### config.mk
export PLATFORM = sky130hd
export DESIGN_NAME = booth_multiplier
export DESIGN_NICKNAME = d
export VERILOG_FILES = /design/src/rtl/booth_multiplier_pkg.sv /design/src/rtl/booth_multiplier_step.sv /design/src/rtl/booth_multiplier.sv
export SDC_FILE = /design/constraint.sdc
export NUM_CORES = 1
export LEC_CHECK = 0
export ABC_AREA = 0
export CAP_MARGIN = 10
export CORE_ASPECT_RATIO = 1.2
export CORE_MARGIN = 2
export CORE_UTILIZATION = 59
export CTS_CLUSTER_SIZE = 14
export DETAILED_ROUTE_END_ITERATION = 6
export PLACE_DENSITY = 0.92
export SLEW_MARGIN = 20
export SYNTH_ARGS = -nofsm -noshare
export SYNTH_HDL_FRONTEND = slang
export SYNTH_HIERARCHICAL = 1
export SYNTH_SLANG_ARGS = --single-unit
### constraint.sdc
create_clock -name clk_100MHz -period 6.71 [get_ports clk_100MHz]
set_input_delay 2.013 -clock clk_100MHz [delete_from_list [all_inputs] [get_ports clk_100MHz]]
set_output_delay 2.013 -clock clk_100MHz [all_outputs]
set_load 0.05 [all_outputs]
### src/rtl/booth_multiplier_pkg.sv
// booth_pkg: shared definitions for the sequential radix-2 Booth multiplier.
//   state_t          FSM state encoding (IDLE / RUN / DONE)
//   BOOTH_N_DEFAULT  default operand width
package booth_pkg;

  localparam int BOOTH_N_DEFAULT = 8;

  typedef enum logic [1:0] {
    IDLE = 2'd0,
    RUN  = 2'd1,
    DONE = 2'd2
  } state_t;

endpackage : booth_pkg

### src/rtl/booth_multiplier_step.sv
// booth_step: one combinational radix-2 Booth iteration.
// Adds or subtracts M into A according to {Q[0], Q_1}, then arithmetic-shifts
// the concatenation {A, Q, Q_1} right by one bit.
// Ports:
//   i_a   [N:0]   partial product accumulator (one guard bit)
//   i_q   [N-1:0] multiplier shift register
//   i_q1          previously shifted-out multiplier bit
//   i_m   [N:0]   sign-extended multiplicand
//   o_a, o_q, o_q1  updated register values after add/sub and shift
module booth_step #(
  parameter int N = 8
) (
  input  logic [N:0]   i_a,
  input  logic [N-1:0] i_q,
  input  logic         i_q1,
  input  logic [N:0]   i_m,
  output logic [N:0]   o_a,
  output logic [N-1:0] o_q,
  output logic         o_q1
);

  logic [N:0] w_sum;

  always_comb begin
    w_sum = i_a;
    unique case ({i_q[0], i_q1})
      2'b01:   w_sum = i_a + i_m;
      2'b10:   w_sum = i_a - i_m;
      default: w_sum = i_a;
    endcase
  end

  // Arithmetic shift: replicate the accumulator MSB into the vacated top bit.
  assign {o_a, o_q, o_q1} = {w_sum[N], w_sum, i_q};

endmodule : booth_step

### src/rtl/booth_multiplier.sv
// booth_multiplier: sequential signed radix-2 Booth multiplier.
// Multiplies two N-bit two's-complement operands over N iteration cycles and
// holds the 2N-bit product on a registered output.
// Ports (positional order is fixed for existing instances):
//   start       level-sensitive request, sampled only in IDLE
//   clk_100MHz  system clock, rising edge
//   data_inM    N-bit signed multiplicand
//   data_inQ    N-bit signed multiplier
//   ans         2N-bit signed product, registered
//   rst         asynchronous active-high reset
//   done        one-cycle pulse with each ans update (only with BOOTH_DONE_EN)
// Optional feature macro: BOOTH_DONE_EN adds the done output.
module booth_multiplier
  import booth_pkg::*;
#(
  parameter int N = BOOTH_N_DEFAULT
) (
  input  logic           start,
  input  logic           clk_100MHz,
  input  logic [N-1:0]   data_inM,
  input  logic [N-1:0]   data_inQ,
  output logic [2*N-1:0] ans,
  input  logic           rst
`ifdef BOOTH_DONE_EN
  ,
  output logic           done
`endif
);

  localparam int CW = $clog2(N + 1);

  state_t         r_state;
  state_t         w_state_next;
  logic [N:0]     r_a;
  logic [N:0]     r_m;
  logic [N-1:0]   r_q;
  logic           r_q1;
  logic [CW-1:0]  r_count;
  logic [2*N-1:0] r_ans;

  logic [N:0]     w_a_next;
  logic [N-1:0]   w_q_next;
  logic           w_q1_next;

  booth_step #(.N(N)) u_step (
    .i_a  (r_a),
    .i_q  (r_q),
    .i_q1 (r_q1),
    .i_m  (r_m),
    .o_a  (w_a_next),
    .o_q  (w_q_next),
    .o_q1 (w_q1_next)
  );

  always_ff @(posedge clk_100MHz or posedge rst) begin
    if (rst) r_state <= IDLE;
    else     r_state <= w_state_next;
  end

  // The last iteration is the one that takes the counter from 1 to 0.
  always_comb begin
    w_state_next = r_state;
    unique case (r_state)
      IDLE:    if (start) w_state_next = RUN;
      RUN:     if (r_count == CW'(1)) w_state_next = DONE;
      DONE:    w_state_next = IDLE;
      default: w_state_next = IDLE;
    endcase
  end

  always_ff @(posedge clk_100MHz or posedge rst) begin
    if (rst) begin
      r_a     <= '0;
      r_m     <= '0;
      r_q     <= '0;
      r_q1    <= 1'b0;
      r_count <= '0;
      r_ans   <= '0;
    end else begin
      unique case (r_state)
        IDLE: begin
          if (start) begin
            r_m     <= {data_inM[N-1], data_inM};
            r_a     <= '0;
            r_q     <= data_inQ;
            r_q1    <= 1'b0;
            r_count <= CW'(N);
          end
        end
        RUN: begin
          r_a     <= w_a_next;
          r_q     <= w_q_next;
          r_q1    <= w_q1_next;
          r_count <= r_count - CW'(1);
        end
        DONE: begin
          // Guard bit of A is dropped: the exact product always fits 2N bits.
          r_ans <= {r_a[N-1:0], r_q};
        end
        default: ;
      endcase
    end
  end

  assign ans = r_ans;

`ifdef BOOTH_DONE_EN
  logic r_done;

  always_ff @(posedge clk_100MHz or posedge rst) begin
    if (rst) r_done <= 1'b0;
    else     r_done <= (r_state == DONE);
  end

  assign done = r_done;
`endif

endmodule : booth_multiplier

# After elaboration in Yosys (flattened, before gate mapping)
# Cells that the tools add are included.
# Widths: inputs -> output; s select.
[totals]
register_bits = 48
input_bits = 19
out_inout_bits = 16
[op_classes]
add_sub_neg = 3
eq_ne = 7
mux = 12
n_reduce_logical = 5
[op_table]
columns = ["operator", "n"]
rows = [
  ["$pmux 9 s2", 2],
  ["$pmux 8 s2", 1],
  ["$add 9x9->9", 1],
  ["$mux 9", 1],
  ["$sub 9x9->9", 1],
  ["$mux 8", 1],
  ["$pmux 4 s2", 1],
  ["$reduce_and 2->1", 3],
  ["$eq 2x1->1 const B", 2],
  ["$eq 2x2->1 const B", 2],
  ["$eq 4x1->1 const B", 1],
  ["$mux 2", 2],
  ["$mux 4", 1],
  ["$ne 2x2->1 const B", 2],
  ["$pmux 2 s2", 1],
  ["$sub 4x1->4 const B", 1],
  ["$logic_not 2->1", 1],
  ["$pmux 1 s2", 1],
  ["$reduce_bool 2->1", 1],
  ["$mux 1", 1],
]

# Logic depth before layout (Yosys ltp)
[depth]
ltp_word = 3
mapped_depth = 13
ltp_nobuf = 11

# Cells and area by module
# The synthesis kept the hierarchy.
[by_module_without_submodules]
columns = ["module", "instances", "cells_each", "area_each_um2", "seq_area_each_um2"]
rows = [
  ["booth_multiplier", 1, 138, 1979.4, 1201.2],
  ["booth_step", 1, 102, 734.5, 0.0],
]

# Worst setup path after synthesis
# OpenSTA, ideal clock, no wires.
[synth_path]
path_type = "input to register"
startpoint = "in start"
endpoint = "reg r_m[0]"
setup_ns = 0.125
arrival_ns = 2.710
required_time_ns = 6.585
path_slack_ns = 3.876
stages = 3
cell_sequence = "nor3b_1 > buf_2 > mux2_2"
[synth_between]
elab_chain_cells = 1
[synth_lines]
columns = ["element", "line", "rtl"]
rows = [
  ["start, declared", "booth_multiplier.sv:18", "input logic start,"],
  ["$reduce_and 2->1 (no line)", "n/a", ""],
  ["end signal, assigned", "booth_multiplier.sv:83", "r_m <= {data_inM[N-1], data_inM};"],
  ["end, declared", "booth_multiplier.sv:35", "logic [N:0] r_m;"],
]
# No other way between the ends.
# A chain may end at the register's enable or synchronous reset.

# Worst setup path after layout
[layout_path]
startpoint = "reg r_ans[7], in the netlist ans[7]"
endpoint = "out ans[7]"
[layout_lines]
columns = ["element", "line", "rtl"]
rows = [
  ["start, declared", "booth_multiplier.sv:39", "logic [2*N-1:0] r_ans;"],
  ["start signal, assigned", "booth_multiplier.sv:98", "r_ans <= {r_a[N-1:0], r_q};"],
  ["end, declared", "booth_multiplier.sv:22", "output logic [2*N-1:0] ans,"],
]
# No word-level cell between the ends.

==> reports/results.txt <==
Number of unique standard cell types used by synthesis = 46
Proportion of netlist area held by the largest area contributor = 0.443
Endpoint arrival time on the critical path = 1.48 ns
Wire length of the first global-routing pass = 8180 µm
Clock tree from TritonCTS = yes
Router iterations before antenna repair = 4
Primary FF master, synth = dfrtp_1
Post-synthesis net count = 272
Total die area = 0.00516 mm²
Cell area after synthesis = 0.00271 mm²
CP Launch Type = flop
Cell taking the most area after synthesis = dfrtp_1
Area contributors post-synth = dfrtp_1, mux2_2, ha_1, mux2_4, mux2i_1
Worst skew pair latency = 0.30 ns
Final critical-path required period = 3.49 ns
Routed wire per std cell = 14.9 µm
Synthesis-stage register bit count = 48
Share of final-layout standard cells stronger than drive strength 1 = 0.156
HPWL Detailed = 3380 µm
Width of the die = 65.9 µm
Worst slew slack as a fraction of its limit = 0.303
DR DRC count = 0
Origin of the worst setup path = ans[7]
Worst Tran Pin Value = 1.05 ns
Hold crit path type = reg2reg
Overall track demand over capacity in global routing = 0.205
Hold-fix buffers at CTS = 0
Final period util = 0.521
Setup repair after global routing missed its margin = no
Logic depth of the worst register-to-register path = 9
Rows = 27
Antenna violations before repair = 0
Drt total wl = 4780 µm
Type of element capturing the critical path = output pin
Final total negative setup slack = 0 ns
Fin nets = 293
Async set or reset register ratio after synthesis = 1.00
DIE HEIGHT = 78.3 µm
Final hold violation count = 0
CTS clock-pin slew for the worst setup and hold paths = 0.09 ns
Post-synth EDFFs = 0
Highest attainable clock frequency = 286 MHz
Number of nets with antenna violations after routing = 0
Total grt overflow = 0
WP data required = 4.70 ns
Outcome = finished, final reports clean
Setup Crit Path Kind = reg2out
H-Tree Level Count = 2
Drt first-iter violations = 101
CP Depth = 1
Post-CTS setup-driven buffer insertion count = 0
Cell class contributing the biggest share of worst-path delay = buffers and inverters
Post-CTS sizing = 0
# setup viols final = 0
Routed vias = 1,828
Placeable core region = 0.00449 mm²
Final worst clock skew = 0.00857 ns
Area added between synthesis and finish = 13.6%
Most frequent standard cell in the layout excluding fill and tap cells = dfrtp_1
Max stage delay on crit path = 0.81 ns
Cell Chain, Critical Path = clkdlybuf4s50_1
Reg-to-reg critical path endpoint = r_a[8]
Vias in the first global route = 1,796
Pin count of the biggest net entering global routing = 49
Antenna cells = 0
Register-to-Register Setup Slack = 3.91 ns
Final-layout fill cell count = 338
Starting Density = 0.604
Global placer's final weighted congestion = 0.912
Slowest cell on the critical path = clkdlybuf4s50_1
TritonCTS buffer count = 5
Critical R2R Launch = r_q[0]
Warning count from the yosys run = 6
Number of max-cap violations = 0
CTS root buffer = clkbuf_8
Mapped Avg Cell Area = 11.3 µm²
Port buffer count = 34
Buf+Inv Stages, Crit Path = 1
Top-level I/O count = 35
Clk sinks = 48
End point of the critical path = ans[7]
Post-route design area = 0.00308 mm²
Post-synthesis cell count = 240
Vias per cell = 5.71
Commonest cells after routing, fill and taps aside = dfrtp_1, clkdlybuf4s50_1, nand2_1, mux2_2, ha_1
Part of the Yosys area used for sequential elements = 0.443
Instance area after placement = 0.00298 mm²
Max FO, Critical Path = 2
Largest buffer count on any clock path = 2
Number of pins exceeding their max-slew limit in the final report = 0
==> how the worst min path moves through the flow <==
stage / depth (start not counted) / slack (ns) / start / end
floorplan: 1 / 0.45 / r_count[3] / r_count[3]
CTS: 1 / 0.49 / r_count[3] / r_count[3]
finish: 1 / 0.51 / r_q1 / r_q1
global placement: 1 / 0.47 / r_count[3] / r_count[3]
global route: 1 / 0.53 / ans[14] / ans[14]
detailed placement: 1 / 0.48 / r_count[3] / r_count[3]
==> synth_stat cells (2+ instances only) <==
library cell / instances
ha_1: 12
nand2_1: 18
buf_6: 3
xnor2_1: 7
o21a_1: 2
o21bai_1: 4
o31ai_1: 2
mux2_2: 15
nor4_1: 2
buf_4: 11
clkbuf_1: 2
a21oi_1: 4
nor3_1: 4
mux2_4: 10
a31oi_1: 2
buf_2: 2
o21ai_0: 9
xor2_1: 3
dfrtp_1: 48
nand2b_1: 4
mux2i_1: 11
o21ai_1: 9
nor2_1: 10
a22o_1: 11
nor2b_1: 3
o211ai_1: 2
a22oi_1: 2
inv_1: 10
==> registers in the layout, summed over array words and instances, names as in the netlist <==
| name | count |
|---|---|
| r_q1 | 1 |
| r_m | 8 |
| r_state | 2 |
| r_q | 8 |
| r_a | 9 |
| r_count | 4 |
| ans | 16 |
==> per-layer routing <==
layer / vias to the layer above / track usage / routed length (µm)
li1: 891 / - / -
met1: 892 / 0.258 / 2060
met2: 38 / 0.344 / 2460
met3: 7 / 0.0358 / 145
met4: 0 / 0.0896 / 109
met5: - / 0 / 0
==> cell families after synthesis <==
kind of cell             Yosys count  share of synthesized area
buffers and inverters             30                     0.0719
XOR/XNOR                          10                     0.0323
multiplexers                      36                      0.158
AND/OR/NAND/NOR                   49                     0.0954
flip-flops                        48                      0.443
adder cells (fa/ha/maj)           13                     0.0627
AO/OA/AOI/OAI                     54                      0.137
==> through the flow <==
| step | utilization | setup WS [ns] | hold WS [ns] | instances |
|---|---|---|---|---|
| 3_3_place_gp | 0.662 | 2.68 | 0.472 | 312 |
| 5_1_grt | 0.686 | 3.18 | 0.532 | 320 |
| 6_report | 0.686 | 3.22 | 0.510 | 320 |
| 4_1_cts | 0.684 | 3.21 | 0.491 | 320 |
| 2_1_floorplan | - | 3.55 | 0.451 | 240 |
| 3_5_place_dp | 0.663 | 2.96 | 0.477 | 312 |
==> area by class of cell <==
type	instances	area, µm²	area share
flip-flops and latches	48	1200	0.390
well taps	58	72.6	0.0235
multi-input cells	162	1330	0.433
clock buffers	6	82.6	0.0268
clock inverters	2	15.0	0.00487
repair buffers	34	340	0.110
inverters	10	37.5	0.0122
Power is left out: the tool's default activity adds up to more than one toggle a clock period on the data nets, which glitch-free logic cannot reach.
